**config.mk**
```make
export PLATFORM = sky130hd
export DESIGN_NAME = mem_burst_reader
export DESIGN_NICKNAME = d
export VERILOG_FILES = /design/src/rtl/mem_burst_reader.sv
export SDC_FILE = /design/constraint.sdc
export NUM_CORES = 1
export LEC_CHECK = 0
export ABC_AREA = 0
export ABC_CLOCK_PERIOD_IN_PS = 4600
export BUFFER_PORTS_ARGS = -buffer_cell sky130_fd_sc_hd__buf_2
export CAP_MARGIN = 20
export CORE_MARGIN = 2
export CORE_UTILIZATION = 38
export CTS_BUF_LIST = sky130_fd_sc_hd__clkbuf_2 sky130_fd_sc_hd__clkbuf_4 sky130_fd_sc_hd__clkbuf_8
export CTS_CLUSTER_DIAMETER = 200
export DETAILED_ROUTE_END_ITERATION = 8
export GPL_TIMING_DRIVEN = 0
export SLEW_MARGIN = 20
export SYNTH_ARGS = -nofsm -noshare
export SYNTH_HDL_FRONTEND = slang
export SYNTH_SLANG_ARGS = --single-unit
```
**constraint.sdc**
```tcl
create_clock -name axis_aclk -period 4.6 [get_ports axis_aclk]
set_input_delay 0.92 -clock axis_aclk [delete_from_list [all_inputs] [get_ports axis_aclk]]
set_output_delay 0.92 -clock axis_aclk [all_outputs]
set_load 0.05 [all_outputs]
```
**src/rtl/mem_burst_reader.sv**
```systemverilog
// rtl/mem_burst_reader.sv - burst read initiator: memory read port in, credit-managed FIFO, AXI-Stream master out.
module mem_burst_reader #(
    parameter int ADDR_WIDTH = 12,
    parameter int DATA_WIDTH = 32,
    parameter int LEN_WIDTH  = 8,
    parameter int FIFO_DEPTH = 4
) (
    input  logic                    axis_aclk,
    input  logic                    axis_areset,
    input  logic                    cmd_valid,
    output logic                    cmd_ready,
    input  logic [ADDR_WIDTH-1:0]   cmd_addr,
    input  logic [LEN_WIDTH-1:0]    cmd_len,
    output logic                    mem_rd_en,
    output logic [ADDR_WIDTH-1:0]   mem_rd_addr,
    output logic                    mem_tready,
    input  logic [DATA_WIDTH-1:0]   mem_rd_tdata,
    input  logic                    mem_tvalid,
    output logic [DATA_WIDTH-1:0]   m_axis_tdata,
    output logic [DATA_WIDTH/8-1:0] m_axis_tstrb,
    output logic                    m_axis_tvalid,
    output logic                    m_axis_tlast,
    input  logic                    m_axis_tready,
    output logic                    busy,
    output logic                    done
);
    localparam int PTR_W  = $clog2(FIFO_DEPTH);
    localparam int CNT_W  = PTR_W + 1;
    localparam int BEAT_W = LEN_WIDTH + 1;

    localparam logic [BEAT_W-1:0]     BEAT_ONE = 1;
    localparam logic [CNT_W-1:0]      CNT_ONE  = 1;
    localparam logic [PTR_W-1:0]      PTR_ONE  = 1;
    localparam logic [ADDR_WIDTH-1:0] ADDR_ONE = 1;
    localparam logic [CNT_W:0]        DEPTH_C  = FIFO_DEPTH;

    typedef enum logic [1:0] {S_IDLE, S_ISSUE, S_DRAIN} state_t;

    state_t                r_state;
    state_t                w_next_state;
    logic [ADDR_WIDTH-1:0] r_rd_ptr;
    logic [BEAT_W-1:0]     r_issue_left;
    logic [BEAT_W-1:0]     r_out_left;
    logic [CNT_W-1:0]      r_outstanding;
    logic [CNT_W-1:0]      r_fifo_count;
    logic [PTR_W-1:0]      r_wr_idx;
    logic [PTR_W-1:0]      r_rd_idx;
    logic [DATA_WIDTH-1:0] r_fifo [FIFO_DEPTH];
    logic                  r_mem_tready;
    logic                  r_done;

    logic                  w_accept;
    logic                  w_issue;
    logic                  w_push;
    logic                  w_pop;
    logic                  w_last_pop;
    logic                  w_fifo_nonempty;
    logic [CNT_W:0]        w_inflight;

    assign w_fifo_nonempty = (r_fifo_count != '0);
    assign w_pop           = w_fifo_nonempty && m_axis_tready;
    assign w_last_pop      = w_pop && (r_out_left == BEAT_ONE);
    // Returns with nothing outstanding are leftovers from an aborted burst.
    assign w_push          = mem_tvalid && r_mem_tready && (r_outstanding != '0);
    // A slot being popped this cycle is already free, which keeps 1 beat/cycle up to latency DEPTH-1.
    assign w_inflight      = {1'b0, r_outstanding} + {1'b0, r_fifo_count}
                           - {{CNT_W{1'b0}}, w_pop};

    always_ff @(posedge axis_aclk) begin
        if (axis_areset) begin
            r_state <= S_IDLE;
        end else begin
            r_state <= w_next_state;
        end
    end

    always_comb begin
        w_next_state = r_state;
        w_accept     = 1'b0;
        w_issue      = 1'b0;
        case (r_state)
            S_IDLE: begin
                w_accept = cmd_valid && !r_done;
                if (w_accept) begin
                    w_next_state = S_ISSUE;
                end
            end
            S_ISSUE: begin
                w_issue = (r_issue_left != '0) && (w_inflight < DEPTH_C);
                if (w_issue && (r_issue_left == BEAT_ONE)) begin
                    w_next_state = S_DRAIN;
                end
            end
            S_DRAIN: begin
                if (w_last_pop) begin
                    w_next_state = S_IDLE;
                end
            end
            default: w_next_state = S_IDLE;
        endcase
    end

    always_ff @(posedge axis_aclk) begin
        if (axis_areset) begin
            r_rd_ptr      <= '0;
            r_issue_left  <= '0;
            r_out_left    <= '0;
            r_outstanding <= '0;
            r_fifo_count  <= '0;
            r_wr_idx      <= '0;
            r_rd_idx      <= '0;
            r_mem_tready  <= 1'b0;
            r_done        <= 1'b0;
        end else begin
            r_mem_tready <= 1'b1;
            r_done       <= (r_state == S_DRAIN) && w_last_pop;

            if (w_pop) begin
                r_out_left <= r_out_left - BEAT_ONE;
            end
            if (w_accept) begin
                r_rd_ptr     <= cmd_addr;
                r_issue_left <= {1'b0, cmd_len} + BEAT_ONE;
                r_out_left   <= {1'b0, cmd_len} + BEAT_ONE;
            end else if (w_issue) begin
                r_rd_ptr     <= r_rd_ptr + ADDR_ONE;
                r_issue_left <= r_issue_left - BEAT_ONE;
            end

            case ({w_issue, w_push})
                2'b10:   r_outstanding <= r_outstanding + CNT_ONE;
                2'b01:   r_outstanding <= r_outstanding - CNT_ONE;
                default: r_outstanding <= r_outstanding;
            endcase

            case ({w_push, w_pop})
                2'b10:   r_fifo_count <= r_fifo_count + CNT_ONE;
                2'b01:   r_fifo_count <= r_fifo_count - CNT_ONE;
                default: r_fifo_count <= r_fifo_count;
            endcase

            if (w_push) begin
                r_wr_idx <= r_wr_idx + PTR_ONE;
            end
            if (w_pop) begin
                r_rd_idx <= r_rd_idx + PTR_ONE;
            end
        end
    end

    always_ff @(posedge axis_aclk) begin
        if (w_push) begin
            r_fifo[r_wr_idx] <= mem_rd_tdata;
        end
    end

    assign cmd_ready     = (r_state == S_IDLE) && !r_done;
    assign busy          = (r_state != S_IDLE);
    assign done          = r_done;
    assign mem_rd_en     = w_issue;
    assign mem_rd_addr   = r_rd_ptr;
    assign mem_tready    = r_mem_tready;
    assign m_axis_tvalid = w_fifo_nonempty;
    assign m_axis_tdata  = w_fifo_nonempty ? r_fifo[r_rd_idx] : '0;
    assign m_axis_tstrb  = {(DATA_WIDTH/8){w_fifo_nonempty}};
    assign m_axis_tlast  = w_fifo_nonempty && (r_out_left == BEAT_ONE);
endmodule

```
==> impl_metrics.tcl <==
set metrics [dict create \
    outcome "finished clean" \
    fmaxAchievable_mhz 229 \
    dpl_cell_area_sq_mm 0.00857 \
    worst_path_max_delay_cell "or3_4" \
    drt_iter0_markers 337 \
    hold_path_class "reg -> reg" \
    grt_usage 0.160 \
    clockBufferDepth 2 \
    num_vias 4882 \
    avgSynthCellArea_sq_um 14.2 \
    io_buffers 110 \
    post_drt_wl_per_cell_um 17.6 \
    cts.sinks 174 \
    drive_gt1_frac 0.302 \
    place_inst 915 \
    core-area_sq_mm 0.0195 \
    drv_slew 0 \
    drv_cap 0 \
    rsz0062_at_grt "false" \
    drc_errors 0 \
    ctsHtreeMaxLevel 4 \
    hpwl_um 11500 \
    critPathLaunchType "flop" \
    critPathKind "reg -> out" \
    synthCells 536 \
    crit_chain "or3_4, nand2_2, inv_1, ha_1, inv_1, ha_1, and3b_1, nor4_4, o21ai_2, inv_2, buf_2, buf_2" \
    relSlewSlack 0.334 \
    antenna_found_initial 1 \
    yosys-top-cells-area "edfxtp_1, dfxtp_1, mux4_2, and2_1, ha_1" \
    grt.overflow.total 0 \
    synthToLayoutAreaGrowth_pct 18.1 \
    grt_pass1_wl_um 26600 \
    synth.top_cell.area_share 0.506 \
    ys_ff_latch 174 \
    ir_drop_v 0.000231 \
    finalNonFillerCells 948 \
    arrival_ns 3.44 \
    cts_root_buffer "clkbuf_8" \
    synth_top_family_by_area "simple AND/OR/NAND/NOR gates" \
    initial_core_util 0.389 \
    syn_area_sq_mm 0.00760 \
    numCtsBuffers 17 \
    die-width_um 145 \
    finalSetupTns_ns 0 \
    muxShareOfSynthArea 0.0948 \
    rows 51 \
    ant_nets 0 \
    critical_path.max_fanout 10 \
    synth_fa_ha_area_frac 0.0332 \
    grt_max_degree 25 \
    nets 745 \
    clk_pin_slew_ns 0.09 \
    synth_seq_area_share 0.627 \
    firstDrtPassIters 5 \
    final.setup_skew_ns 0.0173 \
    gp_congestion 0.827 \
    synthSimpleGateAreaFrac 0.109 \
    setup_viol 0 \
    cp.required_ns 3.68 \
    synth_common_cells "edfxtp_1, dfxtp_1, and2_1" \
    end_kind "output pin" \
    powerDensity_mw_per_mm2 514 \
    min_period_over_period 0.947 \
    holdBufCountCts 0 \
    fin_area_sq_mm 0.00898 \
    async_flop_share 0 \
    leakage_nw 3.22 \
    multiInputGateArea_sq_mm 0.00262 \
    synth_compound_area_frac 0.0755 \
    grt_pass1_vias 5140 \
    fillers 1772 \
    yosysMostFrequentCell "edfxtp_1" \
    vias_per_cell 5.15 \
    synth-edff-count 128 \
    cts_tree "yes" \
    synth_warnings 0 \
    regArea_sq_mm 0.00476 \
    die_area_sq_mm 0.0212 \
    tightest_slew_ns 0.996 \
    yosys.area.top_type "edfxtp_1" \
    finalHoldViolations 0 \
    fp.dieH_um 145 \
    synthXorXnorAreaFrac 0.0299 \
    synth.distinct_cells 59 \
    cpPeakStageDelay_ns 0.46 \
    post-route-min-period_ns 4.36 \
    wirelength_um 16700 \
    syn_nets 612 \
    io_pins 112 \
    synth_ff_type "edfxtp_1" \
    insertion_delay_ns 0.45 \
]
[cells in the final DEF, fill, tap and decap left out, types with 5 or more instances in the layout]
cell type,count
buf_2,116
buf_4,6
nor2_1,35
and2_1,33
ha_1,17
inv_1,23
xnor2_1,8
o21ai_0,9
clkbuf_1,16
a21oi_1,18
nand2_1,19
dfxtp_1,46
nor4_1,5
a211oi_1,10
or3_1,6
edfxtp_1,128
nor3_1,12
o211ai_1,9
clkbuf_8,17
inv_6,6
a31oi_1,5
nand3_1,10
mux4_2,32
inv_8,5
xor2_1,18
[final cells by class]
cell class / instances / area share
Tap cell: 265 / 0.0369
Timing Repair Buffer: 115 / 0.0711
Multi-Input combinational cell: 307 / 0.292
Buffer: 29 / 0.0151
Antenna cell: 1 / 0.000279
Sequential cell: 174 / 0.531
Inverter: 25 / 0.0105
Clock buffer: 17 / 0.0261
Clock inverter: 15 / 0.0178
[timing repair]
action                     CTS  global route
pin swaps                    1             0
gates resized for setup      1             1
setup endpoints to repair    1             1
setup buffers                1             0
[critical path: cells and delay by family (launching register included)]
kind / cells / cell delay, ns
AOI/OAI and AO/OA: 1 / 0.13
adders and majority gates: 2 / 0.44
buffers and inverters: 5 / 0.90
DFF: 1 / 0.34
and+or+nand+nor: 4 / 1.17
[cells by family (layout without fill, tap and decap cells)]
kind of cell / after synthesis / after routing
AOI/OAI and AO/OA: 79 / 79
xor gates and xnor gates: 26 / 26
adders and majority gates: 19 / 19
buffers and inverters: 55 / 201
DFF: 174 / 174
muxes: 32 / 32
other: 0 / 1
and+or+nand+nor: 151 / 151
[per-stage QoR]
step           setup WS (ns)  power, mW  utilization  hold WS [ns]
6_report               0.242       4.62        0.460         0.493
5_1_grt               0.0215       4.85        0.460         0.539
4_1_cts               0.0496       4.65        0.459         0.490
3_5_place_dp           0.157       3.60        0.439         0.477
3_3_place_gp           0.192       3.56        0.435         0.472
2_1_floorplan          0.874       3.18            -         0.436
[flip-flops by register name, summed over array words and instances (netlist names), 2 cells and up, named ones only]
signal and cells:
r_outstanding 3, r_wr_idx 2, r_fifo_count 3, r_out_left 9, r_state 2, r_fifo 128
mem_rd_addr 12, r_rd_idx 2, r_issue_left 9
[power breakdown]
part	switching (mW)	internal (mW)
registers	0.0760	1.79
clock network	0.603	0.457
logic	1.15	0.548
[worst paths after layout]
| check | slack [ns] | to | start | cells after the start |
|---|---|---|---|---|
| max | 0.24 | mem_rd_en | r_fifo_count[2] | 12 |
| min | 0.49 | r_issue_left[8] | r_issue_left[8] | 2 |
| max reg2reg | 0.58 | r_outstanding[2] | r_fifo_count[2] | 17 |
| min reg2reg | 0.49 | r_issue_left[8] | r_issue_left[8] | 2 |
[routing by layer]
metal,part of all wire,track usage,vias to the layer above
met2,0.48,0.267,170
met5,0,0,-
met1,0.45,0.210,2393
met3,0.056,0.0386,16
met4,0.011,0.0461,0
li1,-,-,2303
Note: power is estimated with default switching activity, not from simulation.
